===== config.mk =====
export PLATFORM = sky130hd
export DESIGN_NAME = mem_port_arbiter
export DESIGN_NICKNAME = d
export VERILOG_FILES = /design/src/rtl/mem_arb_pkg.sv /design/src/rtl/mem_wr_align.sv /design/src/rtl/mem_port_arbiter.sv
export SDC_FILE = /design/constraint.sdc
export NUM_CORES = 1
export LEC_CHECK = 0
export BUFFER_PORTS_ARGS = -buffer_cell sky130_fd_sc_hd__clkbuf_2
export CORE_AREA = 2 2 113 115
export CTS_CLUSTER_DIAMETER = 100
export DETAILED_ROUTE_END_ITERATION = 10
export DIE_AREA = 0 0 115 117
export HOLD_SLACK_MARGIN = 0.03
export PLACE_DENSITY = 0.55
export SYNTH_ARGS = -nofsm -noshare
export SYNTH_HDL_FRONTEND = slang
export SYNTH_HIERARCHICAL = 1
export SYNTH_SLANG_ARGS = --single-unit
export TNS_END_PERCENT = 20

===== constraint.sdc =====
create_clock -name CPU_CLK -period 3.7 [get_ports CPU_CLK]
set_clock_uncertainty 0.2 [all_clocks]
set_input_delay 0.74 -clock CPU_CLK [delete_from_list [all_inputs] [get_ports CPU_CLK]]
set_output_delay 0.74 -clock CPU_CLK [all_outputs]
set_load 0.02 [all_outputs]

===== src/rtl/mem_arb_pkg.sv =====
// Shared types and constants for the instruction/data BRAM port arbiter.
// Performance counters are enabled by defining MEM_ARB_PERF_EN.
package mem_arb_pkg;

   typedef enum logic [1:0] {
      OWN_NONE = 2'd0,
      OWN_IF   = 2'd1,
      OWN_DM   = 2'd2
   } rsp_owner_e;

   localparam logic [3:0] WE_LOAD = 4'b0000;
   localparam logic [3:0] WE_B    = 4'b0001;
   localparam logic [3:0] WE_H    = 4'b0011;
   localparam logic [3:0] WE_W    = 4'b1111;

   // Only the three legal store encodings count as writes; anything else is a load.
   function automatic logic is_store_we(input logic [3:0] we);
      return (we == WE_B) || (we == WE_H) || (we == WE_W);
   endfunction

endpackage


===== src/rtl/mem_wr_align.sv =====
// Shifts right-justified byte/half/word store data onto BRAM byte lanes and
// flags half/word stores that do not sit on their natural boundary.
module mem_wr_align
   import mem_arb_pkg::*;
(
   input  logic [3:0]  we_i,
   input  logic [31:0] wdata_i,
   input  logic [1:0]  off_i,
   output logic [3:0]  mem_we_o,
   output logic [31:0] mem_wdata_o,
   output logic        misalign_o
);

   always_comb begin
      mem_wdata_o = wdata_i << {off_i, 3'b000};
      mem_we_o    = WE_LOAD;
      misalign_o  = 1'b0;
      case (we_i)
         WE_B: mem_we_o = WE_B << off_i;
         WE_H: begin
            if (off_i[0]) misalign_o = 1'b1;
            else          mem_we_o   = WE_H << off_i;
         end
         WE_W: begin
            if (off_i != 2'b00) misalign_o = 1'b1;
            else                mem_we_o   = WE_W;
         end
         default: mem_we_o = WE_LOAD;
      endcase
   end

endmodule


===== src/rtl/mem_port_arbiter.sv =====
// Arbitrates one single-port BRAM between fetch and data ports; data wins
// unless fetch has starved STARVE_LIM cycles. Stall counters need MEM_ARB_PERF_EN.
module mem_port_arbiter
   import mem_arb_pkg::*;
#(
   parameter int ADDR_W     = 16,
   parameter int STARVE_LIM = 4,
   parameter int PERF_W     = 32
) (
   input  logic                               CPU_CLK,
   input  logic                               CPU_RST_N,
   input  logic                               IfReq,
   input  logic [ADDR_W-1:0]                  IfAddr,
   output logic                               IfGnt,
   output logic                               IfValid,
   output logic [31:0]                        IfRdata,
   input  logic                               DmReq,
   input  logic [ADDR_W-1:0]                  DmAddr,
   input  logic [3:0]                         DmWe,
   input  logic [31:0]                        DmWdata,
   output logic                               DmGnt,
   output logic                               DmValid,
   output logic [31:0]                        DmRdata,
   output logic                               DmMisalign,
   output logic                               MemEn,
   output logic [3:0]                         MemWe,
   output logic [ADDR_W-3:0]                  MemAddr,
   output logic [31:0]                        MemWdata,
   input  logic [31:0]                        MemRdata,
   output logic [PERF_W-1:0]                  PerfIfStall,
   output logic [PERF_W-1:0]                  PerfDmStall,
   output logic [1:0]                         DbgRspOwner,
   output logic [$clog2(STARVE_LIM+1)-1:0]    DbgStarveCnt
);

   localparam int SC_W = $clog2(STARVE_LIM + 1);
   localparam logic [SC_W-1:0] STARVE_MAX = SC_W'(STARVE_LIM);

   // Handshake: a request is held with stable payload until its Gnt is seen
   // high in some cycle; the response (Valid) follows exactly one cycle later.

   rsp_owner_e      owner_q, owner_d;
   logic            rsp_write_q, rsp_write_d;
   logic            misalign_q, misalign_d;
   logic [SC_W-1:0] starve_q, starve_d;

   logic        dm_gnt, if_gnt;
   logic [3:0]  align_we;
   logic [31:0] align_wdata;
   logic        align_misalign;
   logic        unused_if_lsb;

   assign unused_if_lsb = ^IfAddr[1:0];

   assign dm_gnt = DmReq & ~(IfReq & (starve_q == STARVE_MAX));
   assign if_gnt = IfReq & ~dm_gnt;
   assign DmGnt  = dm_gnt;
   assign IfGnt  = if_gnt;

   mem_wr_align u_align (
      .we_i        (DmWe),
      .wdata_i     (DmWdata),
      .off_i       (DmAddr[1:0]),
      .mem_we_o    (align_we),
      .mem_wdata_o (align_wdata),
      .misalign_o  (align_misalign)
   );

   always_comb begin
      MemEn    = 1'b0;
      MemWe    = WE_LOAD;
      MemAddr  = '0;
      MemWdata = '0;
      if (dm_gnt) begin
         MemEn    = 1'b1;
         MemWe    = align_we;
         MemAddr  = DmAddr[ADDR_W-1:2];
         MemWdata = align_wdata;
      end else if (if_gnt) begin
         MemEn   = 1'b1;
         MemAddr = IfAddr[ADDR_W-1:2];
      end
   end

   always_comb begin
      owner_d     = OWN_NONE;
      rsp_write_d = 1'b0;
      misalign_d  = 1'b0;
      if (dm_gnt) begin
         owner_d     = OWN_DM;
         rsp_write_d = is_store_we(DmWe);
         misalign_d  = align_misalign;
      end else if (if_gnt) begin
         owner_d = OWN_IF;
      end
   end

   always_comb begin
      starve_d = starve_q;
      if (!IfReq || if_gnt)          starve_d = '0;
      else if (starve_q < STARVE_MAX) starve_d = starve_q + 1'b1;
   end

   always_ff @(posedge CPU_CLK or negedge CPU_RST_N) begin
      if (!CPU_RST_N) begin
         owner_q     <= OWN_NONE;
         rsp_write_q <= 1'b0;
         misalign_q  <= 1'b0;
         starve_q    <= '0;
      end else begin
         owner_q     <= owner_d;
         rsp_write_q <= rsp_write_d;
         misalign_q  <= misalign_d;
         starve_q    <= starve_d;
      end
   end

   assign IfValid    = (owner_q == OWN_IF);
   assign IfRdata    = IfValid ? MemRdata : 32'h0;
   assign DmValid    = (owner_q == OWN_DM);
   assign DmRdata    = (DmValid && !rsp_write_q) ? MemRdata : 32'h0;
   assign DmMisalign = DmValid & misalign_q;

   assign DbgRspOwner  = owner_q;
   assign DbgStarveCnt = starve_q;

`ifdef MEM_ARB_PERF_EN
   logic [PERF_W-1:0] perf_if_q, perf_if_d;
   logic [PERF_W-1:0] perf_dm_q, perf_dm_d;

   // Saturate rather than wrap so a long run never reports a small count.
   always_comb begin
      perf_if_d = perf_if_q;
      perf_dm_d = perf_dm_q;
      if (IfReq && !if_gnt && (perf_if_q != '1)) perf_if_d = perf_if_q + 1'b1;
      if (DmReq && !dm_gnt && (perf_dm_q != '1)) perf_dm_d = perf_dm_q + 1'b1;
   end

   always_ff @(posedge CPU_CLK or negedge CPU_RST_N) begin
      if (!CPU_RST_N) begin
         perf_if_q <= '0;
         perf_dm_q <= '0;
      end else begin
         perf_if_q <= perf_if_d;
         perf_dm_q <= perf_dm_d;
      end
   end

   assign PerfIfStall = perf_if_q;
   assign PerfDmStall = perf_dm_q;
`else
   assign PerfIfStall = '0;
   assign PerfDmStall = '0;
`endif

endmodule


# After elaboration in Yosys (flattened, before gate mapping)
# Cells that the tools add are included.
classes:
  n_addsub: 1
  order_cmp: 1
  eq_ne: 6
  shifts: 3
  muxes: 20
  bitwise_logic: 6
  n_reduce_logical: 8
op_table:
  columns: ["op", "n"]
  rows:
  - ["$mux 32", 3]
  - ["$shl 32x5->32", 1]
  - ["$mux 14", 2]
  - ["$mux 4", 3]
  - ["$pmux 4 s3", 1]
  - ["$mux 1", 7]
  - ["$mux 3", 2]
  - ["$and 1x1->1", 4]
  - ["$eq 4x1->1 const B", 1]
  - ["$eq 4x2->1 const B", 1]
  - ["$eq 4x4->1 const B", 1]
  - ["$reduce_bool 2->1", 2]
  - ["$shl 1x2->4 const A", 1]
  - ["$shl 2x2->4 const A", 1]
  - ["$add 3x1->3 const B", 1]
  - ["$eq 3x3->1 const B", 1]
  - ["$logic_or 1x1->1", 3]
  - ["$lt 3x3->1 const B", 1]
  - ["$eq 2x1->1 const B", 1]
  - ["$eq 2x2->1 const B", 1]
  - ["$logic_not 1->1", 2]
  - ["$mux 2", 1]
  - ["$not 1->1", 2]
  - ["$pmux 1 s2", 1]
  - ["$logic_and 1x1->1", 1]
totals:
  regBits: 7
  in_bits: 104
  word_cells: 49

# Logic depth before layout (Yosys ltp)
# Gate-level depths: netlist of the first run.
logic_depth:
  depth_word: 8
  depth_mapped: 6

# By module
# The synthesis of the first run kept the hierarchy.
by_module_without_submodules:
  columns: ["mod", "n_inst", "cells_per_inst", "area_each_um2", "seq_area_each_um2"]
  rows:
  - ["mem_port_arbiter", 1, 265, 1865.5, 175.2]
  - ["mem_wr_align", 1, 80, 664.4, 0.0]

# Worst setup path before layout of the first run
# OpenSTA, ideal clock, no wires.
synth_path:
  path_kind: "in2out"
  from: "input DmAddr[0]"
  to: "output MemWe[2]"
  t_arrival_ns: 1.601
  setup_slack_ns: 1.159
  cell_stages: 5
  path_buffers: 2
  path_cell_list: "buf_6 > buf_12 > nor4b_2 > o2bb2ai_1 > and3_1"
synth_via:
  elab_chain_cells: 4
synth_rtl:
  columns: ["item", "line_no", "rtl"]
  rows:
  - ["from (decl)", "mem_port_arbiter.sv:18", "input logic [ADDR_W-1:0] DmAddr,"]
  - ["$shl 2x2->4 / $reduce_bool 2->1 (equally long branches)", "mem_wr_align.sv:22, mem_wr_align.sv:25", null]
  - ["$mux 4 (on tied branches)", "mem_wr_align.sv:21, mem_wr_align.sv:25", null]
  - ["$pmux 4 s3 (*)", "mem_wr_align.sv:18", "case (we_i)"]
  - ["via align_we[2]", "mem_port_arbiter.sv:48", "logic [3:0] align_we;"]
  - ["$mux 4 (*)", "mem_port_arbiter.sv:74", "if (dm_gnt) begin"]
  - ["to (decl)", "mem_port_arbiter.sv:26", "output logic [3:0] MemWe,"]
# The timed path passes the listed nets; every way through them passes the cells marked *.

# Worst setup path after layout of the first run
layout_path:
  from: "input DmAddr[1]"
  to: "output MemWdata[0]"
layout_via:
  elab_chain_cells: 2
layout_rtl:
  columns: ["item", "line_no", "rtl"]
  rows:
  - ["$shl 32x5->32", "mem_wr_align.sv:15", "mem_wdata_o = wdata_i << {off_i, 3'b000};"]
  - ["via align_wdata[0]", "mem_port_arbiter.sv:49", "logic [31:0] align_wdata;"]
  - ["$mux 32", "mem_port_arbiter.sv:74", null]
  - ["to (decl)", "mem_port_arbiter.sv:28", "output logic [31:0] MemWdata,"]
# The timed path passes the listed nets, and every way through them passes these cells.

==> results.cfg, run 1 <==
[setup_path]
worstPathCellList = clkbuf_2, nor2_1, and2_1, and3_1, clkbuf_2
critPathCaptureType = output pin
path_class = primary input to output pin
critPathLaunchType = primary input
worstPathMaxFanout = 18
cp_slowest_cell = nor2_1
critical-path-max-stage-delay_ns = 0.56
timing.reg2reg.setup_slack_ns = 2.05
crit_top_cell = clkbuf_2
critPathArrivalTime_ns = 2.08
worst_ep_required_time_ns = 2.76

[detailed_routing]
wire_per_inst_um = 12.3
vias = 2905
routed_wl_mm = 8.70
first_iter_violations = 100
drt_pre_antenna_iters = 4
viasPerCell = 4.12
drtAntennaViolNets = 0
post-route-drc-count = 0

[clocking]
post-cts-setup-buffers = 0
cts_resized = 0
clkTransAtPathRegs_ns = 0.03
clkSinkCount = 7
hold_buffers = 0
cts_tree = built
cts_inserted_buffers = 3
root_buffer = clkbuf_16
cts.path.max_buffers = 2
h-tree-depth = 1
insertion_delay_ns = 0.23

[power]
p_leak_uw = 0.00221
peakVddDrop_mv = 0.102
power_density_mw_per_mm2 = 194

[synth]
netlist_area_mm2 = 0.00253
synth_seq_area_share = 0.0692
synth_edf_count = 0
synthFlopType = dfrtp_1
ys_ff_latch = 7
synthDistinctLibCells = 36
synthCells = 345
synth.avg_cell_area_um2 = 7.33
ys_async_sr_fraction = 1.00
yosys_warnings = 6

[floorplan]
die_area_mm2 = 0.0135
initial_core_util = 0.205
die_x_um = 115
ioPinCount = 293
rows = 41
die_h_um = 117
coreArea_mm2 = 0.0123

[global_route]
grt_max_degree = 39
antenna_found_initial = 0
grt-ovfl-total = 0
track_usage = 0.109
grt_pass1_wl_mm = 12.1
grt_pass1_vias = 2466

[cells_and_area]
n_antenna_cell = 0
final_nets = 662
area_growth_pct = 40.5
utilization = 0.289
drive_above_1_share = 0.456

[timing]
finalSetupViolations = 0
fin_hold_ws_ns = 0.143
drv_slew = 0
tns_ns = 0
worst_pin_slew_ns = 0.800
slew_headroom = 0.466
rsz0062_at_grt = false
fin_crit_sh = 0.817
period_needed_ns = 3.02
hold_viol = 0
fmax_mhz = 331

[run_status]
status = completed

[job]
maxCapViolations = 0

[placed_design]
gp_congestion = 0.730
io_buffers = 226
dpl.hpwl_mm = 7.25

[min_path]
hold_path_class = primary input to asynchronous set/reset pin
## cell usage after synthesis (all sizes together) (5+ instances only)
| cell | count | area share |
|---|---|---|
| a21oi | 5 | 0.0099 |
| and2 | 74 | 0.18 |
| and3 | 38 | 0.094 |
| buf | 81 | 0.25 |
| clkbuf | 11 | 0.016 |
| dfrtp | 7 | 0.069 |
| mux2i | 32 | 0.13 |
| nand2 | 31 | 0.046 |
| nor2 | 9 | 0.013 |
| o22ai | 15 | 0.059 |
| o2bb2ai | 9 | 0.031 |
## layout by cell type (no fill, tap or decap)
cell | netlist | layout
clkbuf_2 | 0 | 226
and2_1 | 74 | 74
conb_1 | 1 | 64
and3_1 | 38 | 38
mux2i_1 | 32 | 32
nand2_1 | 31 | 31
o22ai_2 | 9 | 9
buf_4 | 65 | 9
o2bb2ai_1 | 9 | 9
nor2_1 | 9 | 9
dfrtp_1 | 7 | 7
o22ai_1 | 6 | 6
a21oi_1 | 5 | 5
nand2b_1 | 4 | 4
nand3_1 | 3 | 3
and2b_1 | 3 | 3
or2_2 | 3 | 3
clkbuf_16 | 0 | 3
nor2b_1 | 2 | 2
inv_1 | 2 | 2
nand3b_1 | 2 | 2
ha_1 | 2 | 2
or3b_1 | 2 | 2
a21boi_1 | 1 | 1
nor3b_2 | 1 | 1
a211oi_2 | 1 | 1
clkbuf_1 | 11 | 1
nor4b_2 | 1 | 1
o211ai_1 | 1 | 1
or2_1 | 1 | 1
xnor2_1 | 1 | 1
o32ai_1 | 1 | 1
nand4bb_1 | 1 | 1
## routing by layer
metal / global-route usage / vias up / wire length (um)
li1: - / 1447 / -
met1: 0.138 / 1286 / 3550
met2: 0.201 / 172 / 4370
met3: 0.0149 / 0 / 790
met4: 0.0153 / 0 / 0
met5: 0 / - / 0
## stage by stage
stage                     area [um^2]  instances  worst slack, ns  power (uW)
after global routing             3550        705            0.558         735
after global placement           3480        701            0.652         510
final                            3550        705            0.677         688
after detailed placement         3480        701            0.682         510
after floorplan                  2770        408             1.16         417
after CTS                        3550        705            0.676         695
## flip-flops by register name, summed over array words and instances (netlist names)
register / flops
DbgRspOwner: 2
DbgStarveCnt: 3
rsp_write_q: 1
misalign_q: 1
## kinds of logic after synthesis
kind of cell	synth area share
mux	0.127
fa+ha+maj	0.00989
flops	0.0692
xor+xnor	0.00346
other cells	0.00148
buf+inv	0.271
simple gates	0.404
compound gates	0.115
## layout make-up
class | count | area, um^2
clock buffer | 4 | 78.8
fill | 1375 | 8760
inverter | 2 | 7.51
multi-input combinational | 307 | 1910
sequential | 7 | 175
tap | 150 | 188
timing repair buffer | 235 | 1200
## report_power, final
group | total [uW] | internal (uW) | switching [uW]
logic | 425 | 153 | 273
clock network | 180 | 143 | 36.7
registers | 82.9 | 79.8 | 3.06
total | 688 | 375 | 313
## worst paths after layout
kind	startpoint	endpoint	depth (start not counted)
hold reg to reg	DbgStarveCnt[1]$_DFFE_PN0P_	DbgStarveCnt[1]$_DFFE_PN0P_	2
max in group asynchronous	CPU_RST_N	DbgStarveCnt[0]$_DFFE_PN0P_	1
setup reg to reg	DbgStarveCnt[0]$_DFFE_PN0P_	misalign_q$_DFF_PN0_	5
min in group CPU_CLK	DbgStarveCnt[1]$_DFFE_PN0P_	DbgStarveCnt[1]$_DFFE_PN0P_	2
setup / recovery	DmAddr[1]	MemWdata[0]	5
hold / removal	CPU_RST_N	DbgRspOwner[0]$_DFF_PN0_	1
## worst max-delay path, delay by kind of cell
| kind | cells | cell delay, ns |
|---|---|---|
| and+or+nand+nor | 3 | 0.91 |
| buffers and inverters | 2 | 0.42 |
Note: power is estimated with default switching activity, not from simulation.
==> run 2: changes to the inputs <==
--- a/config.mk
+++ b/config.mk
@@ -5,13 +5,14 @@
 export SDC_FILE = /design/constraint.sdc
 export NUM_CORES = 1
 export LEC_CHECK = 0
+export ABC_AREA = 1
 export BUFFER_PORTS_ARGS = -buffer_cell sky130_fd_sc_hd__clkbuf_2
-export CORE_AREA = 2 2 113 115
+export CORE_AREA = 2 2 115 117
 export CTS_CLUSTER_DIAMETER = 100
 export DETAILED_ROUTE_END_ITERATION = 10
-export DIE_AREA = 0 0 115 117
+export DIE_AREA = 0 0 117 119
 export HOLD_SLACK_MARGIN = 0.03
-export PLACE_DENSITY = 0.55
+export PLACE_DENSITY = 0.53
 export SYNTH_ARGS = -nofsm -noshare
 export SYNTH_HDL_FRONTEND = slang
 export SYNTH_HIERARCHICAL = 1
==> constraint.sdc (replaced) <==
create_clock -name CPU_CLK -period 3.1 [get_ports CPU_CLK]
set_clock_uncertainty 0.2 [all_clocks]
set_input_delay 0.62 -clock CPU_CLK [delete_from_list [all_inputs] [get_ports CPU_CLK]]
set_output_delay 0.62 -clock CPU_CLK [all_outputs]
set_load 0.02 [all_outputs]
==> run 2 against run 1 <==
  * Final cell count up 24%
  * Register-to-register slack worse by 0.67 ns
  * Synthesized cell count is 40% higher
  * Global-route usage is 0.27 points lower
  * Hold slack improved by 0.24 ns
  * Die area up 3.5%
  * Wire length is 4.0% lower
  * Setup slack worse by 0.38 ns
  * Area after synthesis shrank 2.9%
==> results.cfg, run 2 <==
[run_status]
status = completed

[cells_and_area]
layout_commonest_cell = clkbuf_2
drive_above_1_share = 0.352
area_growth_pct = 45.8
final_nets = 804
largest_reg_flops = 3
layout_common_cells = 226 x clkbuf_2, 117 x nor2_1, 101 x nand2_1
n_antenna_cell = 0

[global_route]
grt_pass1_wl_mm = 12.1
track_usage = 0.106
grt_max_degree = 37
grt_pass1_vias = 2502
grt-ovfl-total = 0
antenna_found_initial = 0

[min_path]
hold_path_class = register to register

[power]
peakVddDrop_mv = 0.0828
p_leak_uw = 0.00242
power_density_mw_per_mm2 = 231

[floorplan]
die_h_um = 119
die_area_mm2 = 0.0139
rows = 42
die_x_um = 117
coreArea_mm2 = 0.0129
ioPinCount = 293
initial_core_util = 0.191

[placed_design]
dpl.hpwl_mm = 7.16
io_buffers = 226
gp_congestion = 0.749
preCtsSetupSlack_ns = 0.316

[setup_path]
timing.reg2reg.setup_slack_ns = 1.38
worstPathMaxFanout = 36
reg2reg_depth = 5
cp-startpoint = DbgStarveCnt[0]$_DFFE_PN0P_
worst_ep_required_time_ns = 2.28
rr_startpoint = DbgStarveCnt[0]$_DFFE_PN0P_
path_class = register to output pin
critPathCaptureType = output pin
r2r-end = DbgRspOwner[1]$_DFF_PN0_
critPathLaunchType = register
endpoint = MemWdata[1]
critPathArrivalTime_ns = 1.98

[synth]
synth_seq_area_share = 0.0713
ys_top_cells_by_area = buf_4 20%, nor2_1 18%, nand2_1 15%
synth_common_cells = 117 x nor2_1, 101 x nand2_1, 98 x inv_1
synthDistinctLibCells = 22
yosys_warnings = 6
netlist_area_mm2 = 0.00246
synthFlopType = dfrtp_1
yosys.area.top_type = buf_4
synth_edf_count = 0
synth.most_common_cell = nor2_1
synthCells = 483
synth_top_area_share = 0.202
synth.avg_cell_area_um2 = 5.09
ys_async_sr_fraction = 1.00
ys_ff_latch = 7

[timing]
drv_slew = 0
tns_ns = 0
finalSetupViolations = 0
rsz0062_at_grt = false
fmax_mhz = 357
period_needed_ns = 2.80
fin_crit_sh = 0.903
hold_viol = 0
setup_ws_ns = 0.301

[clocking]
cts.path.max_buffers = 2
clkTransAtPathRegs_ns = 0.04
cts_resized = 0
cts_inserted_buffers = 3
clkSinkCount = 7
root_buffer = clkbuf_16
h-tree-depth = 1
insertion_delay_ns = 0.23
cts_tree = built

[detailed_routing]
drt_pre_antenna_iters = 4
post-route-drc-count = 0
viasPerCell = 3.68
first_iter_violations = 87
vias = 3210
routed_wl_mm = 8.35
drtAntennaViolNets = 0
wire_per_inst_um = 9.57

[job]
maxCapViolations = 0
[run 2: cell count changes after synthesis, moves of 5 or more]
cell / change
nor2_1: +108
inv_1: +96
nand2_1: +70
and2_1: -66
and3_1: -38
mux2i_1: -32
nand3_1: +24
o211ai_1: +15
o22ai_2: -9
o2bb2ai_1: -9
clkbuf_1: -7
o21ai_0: +6
o22ai_1: -6
buf_2: +5
[run 2: final cells by class]
type / count / area, um^2
Clock buffer: 4 / 78.8
Fill cell: 1514 / 9290
Inverter: 100 / 375
Multi-Input combinational cell: 353 / 1520
Sequential cell: 7 / 175
Tap cell: 176 / 220
Timing Repair Buffer: 233 / 1210
[run 2: power by group]
group          switching, uW  internal [uW]
logic                    348            159
clock network           49.6            171
registers               2.62           95.3
[run 2: per-stage QoR]
| step | util | instances | hold slack, ns | total power, uW | instance area (um^2) |
|---|---|---|---|---|---|
| global placement | 0.271 | 868 | 0.263 | 609 | 3490 |
| floorplan | - | 546 | 0.124 | 498 | 2690 |
| detailed placement | 0.271 | 868 | 0.263 | 608 | 3490 |
| finish | 0.278 | 873 | 0.381 | 826 | 3580 |
| CTS | 0.278 | 873 | 0.390 | 833 | 3580 |
| global route | 0.278 | 873 | 0.433 | 892 | 3580 |
[run 2: critical path, stage by stage, from the launching register on]
cell	delay, ns
dfrtp_1	0.40
inv_1	0.09
ha_1	0.20
nand3_2	0.28
nand2_1	0.31
buf_12	0.22
nor2_1	0.07
clkbuf_2	0.15
[run 2: worst min-delay path by stage]
| stage | from | to | slack (ns) | cells after the start |
|---|---|---|---|---|
| 3_3_place_gp | CPU_RST_N | misalign_q$_DFF_PN0_ | 0.26 | 1 |
| 6_report | DbgStarveCnt[1]$_DFFE_PN0P_ | DbgStarveCnt[1]$_DFFE_PN0P_ | 0.38 | 2 |
| 2_1_floorplan | CPU_RST_N | DbgRspOwner[0]$_DFF_PN0_ | 0.12 | 0 |
| 5_1_grt | DbgStarveCnt[0]$_DFFE_PN0P_ | DbgStarveCnt[0]$_DFFE_PN0P_ | 0.43 | 2 |
| 4_1_cts | DbgStarveCnt[1]$_DFFE_PN0P_ | DbgStarveCnt[1]$_DFFE_PN0P_ | 0.39 | 2 |
| 3_5_place_dp | CPU_RST_N | misalign_q$_DFF_PN0_ | 0.26 | 1 |
[run 2: logic make-up (layout without fill, tap and decap cells)]
group	after synthesis	after routing	share of synthesized area
buffers and inverters	186	337	0.406
AO/OA/AOI/OAI	28	28	0.0810
other	1	64	0.00153
adder cells (fa/ha/maj)	2	2	0.0102
flip-flops	7	7	0.0713
AND/OR/NAND/NOR	259	259	0.430
[run 2: repair_timing]
action | in CTS | in global routing
buffers inserted | 0 | 0
hold buffers | 1 | 0
hold endpoints to repair | 7 | 0
[run 2: per-layer routing]
layer  GRT usage  wire [um]  vias to the layer above
li1            -          -                     1704
met1       0.132       3570                     1351
met2       0.189       4020                      151
met3      0.0219        712                        4
met4      0.0176         48                        0
met5           0          0                        -
==> run 3: changes to the inputs <==
--- a/config.mk
+++ b/config.mk
@@ -7,12 +7,13 @@
 export LEC_CHECK = 0
 export ABC_AREA = 1
 export BUFFER_PORTS_ARGS = -buffer_cell sky130_fd_sc_hd__clkbuf_2
-export CORE_AREA = 2 2 115 117
+export CELL_PAD_IN_SITES_DETAIL_PLACEMENT = 2
+export CELL_PAD_IN_SITES_GLOBAL_PLACEMENT = 2
+export CORE_UTILIZATION = 13
 export CTS_CLUSTER_DIAMETER = 100
 export DETAILED_ROUTE_END_ITERATION = 10
-export DIE_AREA = 0 0 117 119
 export HOLD_SLACK_MARGIN = 0.03
-export PLACE_DENSITY = 0.53
+export PLACE_DENSITY = 0.83
 export SYNTH_ARGS = -nofsm -noshare
 export SYNTH_HDL_FRONTEND = slang
 export SYNTH_HIERARCHICAL = 1
==> run 3 against run 2 <==
  * First-iteration DRC count decreased by 52%
  * Clock power decreased by 3%
  * Sequential share of layout area decreased by 0.11 points
  * Non-clock buffer count increased by 4
  * Via count increased by 6.7%
  * Global-route usage increased by 0.26 points
  * Hold slack improved by 0.021 ns
  * Setup slack improved by 0.12 ns
  * Register-to-register slack improved by 0.14 ns
  * Sequential power increased by 0.5%
  * Sequential cell count unchanged
  * Critical path type is now primary input to output pin
==> results.cfg, run 3 (synthesis gave the netlist of run 2 again) <==
[placed_design]
dp.cells = 925
preCtsSetupSlack_ns = 0.377
gp_congestion = 0.707
dpl.hpwl_mm = 9.89
place_area_mm2 = 0.00358
io_buffers = 226

[clocking]
cts_tree = built
cts.path.max_buffers = 2
clkTransAtPathRegs_ns = 0.03
clkSinkCount = 7
h-tree-depth = 1
cts_inserted_buffers = 3
insertion_delay_ns = 0.23
root_buffer = clkbuf_16

[setup_path]
reg2reg_depth = 6
cp_slowest_cell = nand2_1
rr_startpoint = DbgStarveCnt[0]$_DFFE_PN0P_
r2r-end = rsp_write_q$_DFF_PN0_
worst_ep_required_time_ns = 2.28
critPathTopFamily = buffers and inverters
critPathCaptureType = output pin
critPathArrivalTime_ns = 1.86
path_class = primary input to output pin
worstPathMaxFanout = 10
crit_top_cell = clkbuf_2
critPathLaunchType = primary input
critical-path-max-stage-delay_ns = 0.28
crit_buf_inv = 4
timing.reg2reg.setup_slack_ns = 1.52
worstPathCellList = clkbuf_2, inv_2, nand2_1, o211ai_1, inv_1, nor2_1, clkbuf_2

[power]
pwr-share-seq = 0.117
p_comb_frac = 0.626
clockPowerShare = 0.257
peakVddDrop_mv = 0.122
p_leak_uw = 0.00243
p_int_uw = 426
power_switching_uw = 412
switching_share = 0.491
power_density_mw_per_mm2 = 229

[floorplan]
die_h_um = 139
die_area_mm2 = 0.0194
initial_core_util = 0.135
rows = 49
die_x_um = 139
coreArea_mm2 = 0.0182
ioPinCount = 293

[detailed_routing]
post-route-drc-count = 0
first_iter_violations = 42
drt_pre_antenna_iters = 4
viasPerCell = 3.68
vias = 3424
routed_wl_mm = 11.2
wire_per_inst_um = 12.1
drtAntennaViolNets = 0

[timing]
period_needed_ns = 2.68
drv_slew = 0
finalSetupViolations = 0
tns_ns = 0
fin_hold_ws_ns = 0.403
fmax_mhz = 373
setup_ws_ns = 0.416
fin_crit_sh = 0.866
hold_viol = 0
rsz0062_at_grt = false

[global_route]
track_usage = 0.109
grt_pass1_vias = 3441
grt-ovfl-total = 0
antenna_found_initial = 0
grt_max_degree = 39
grt_pass1_wl_mm = 17.4

[cells_and_area]
stdcell_count = 930
area_growth_pct = 49.2
layout_commonest_cell = clkbuf_2
layout_common_cells = 226 x clkbuf_2, 117 x nor2_1, 101 x nand2_1
largest_reg_flops = 3
nFillCells = 2338
n_antenna_cell = 0
drive_above_1_share = 0.355
final_nets = 808
final_area_mm2 = 0.00366

[min_path]
hold_path_class = register to register
min_from = DbgStarveCnt[0]$_DFFE_PN0P_
hold_end = DbgStarveCnt[0]$_DFFE_PN0P_
hold_depth = 2

[job]
maxCapViolations = 0

[run_status]
status = completed
## run 3: changes by cell type in the layout (fill, tap and decap cells not counted), sizes merged
cell  previous run  this run
buf              6        10
## run 3: worst max path at each step
stage	from	endpoint	slack (ns)	cells past startpoint
after floorplan	DbgRspOwner[1]$_DFF_PN0_	DmRdata[10]	0.77	5
after global placement	DmAddr[1]	MemWdata[18]	0.46	7
after detailed placement	DmAddr[1]	MemWdata[19]	0.38	7
after CTS	DmAddr[1]	MemWdata[19]	0.36	7
after global routing	DmAddr[1]	MemWdata[19]	0.25	7
final	DmAddr[1]	MemWdata[19]	0.42	7
## run 3: cell type report
| type | instances | area [um^2] | area share |
|---|---|---|---|
| sequential | 7 | 175 | 0.0478 |
| multi-input combinational | 353 | 1520 | 0.415 |
| inverter | 100 | 375 | 0.102 |
| timing repair buffer | 237 | 1230 | 0.335 |
| tap | 229 | 287 | 0.0782 |
| clock buffer | 4 | 78.8 | 0.0215 |
## run 3: timing repair
action | CTS | global route
hold buffers | 1 | 0
setup buffers | 0 | 0
hold endpoints to repair | 7 | 0
setup endpoints to repair | 0 | 0
resized for setup | 0 | 0
## run 3: metal layers
layer  GRT usage  vias up  share of wire
met5           0        -              0
met4      0.0140        0         0.0025
met3      0.0210        2          0.079
met2       0.214      164           0.51
met1       0.121     1546           0.41
li1            -     1712              -
## run 3: power by group through the flow
stage	clock (uW)	sequential, uW	combinational (uW)
after floorplan	0	102	396
after global placement	0	99.3	520
after detailed placement	0	99.6	531
after CTS	219	98.5	533
after global routing	229	98.9	579
final	215	98.4	525
## run 3: through the flow
stage | util | total power [uW]
after floorplan | - | 498
after global placement | 0.196 | 620
after detailed placement | 0.196 | 630
after CTS | 0.201 | 851
after global routing | 0.201 | 906
final | 0.201 | 839
## run 3: worst register-to-register path: stages (launching register included)
cell and delay, ns:
dfrtp_1 0.41, inv_1 0.10, ha_1 0.21, nand3_2 0.09, nand2_1 0.16, buf_12 0.22
nor2_1 0.07
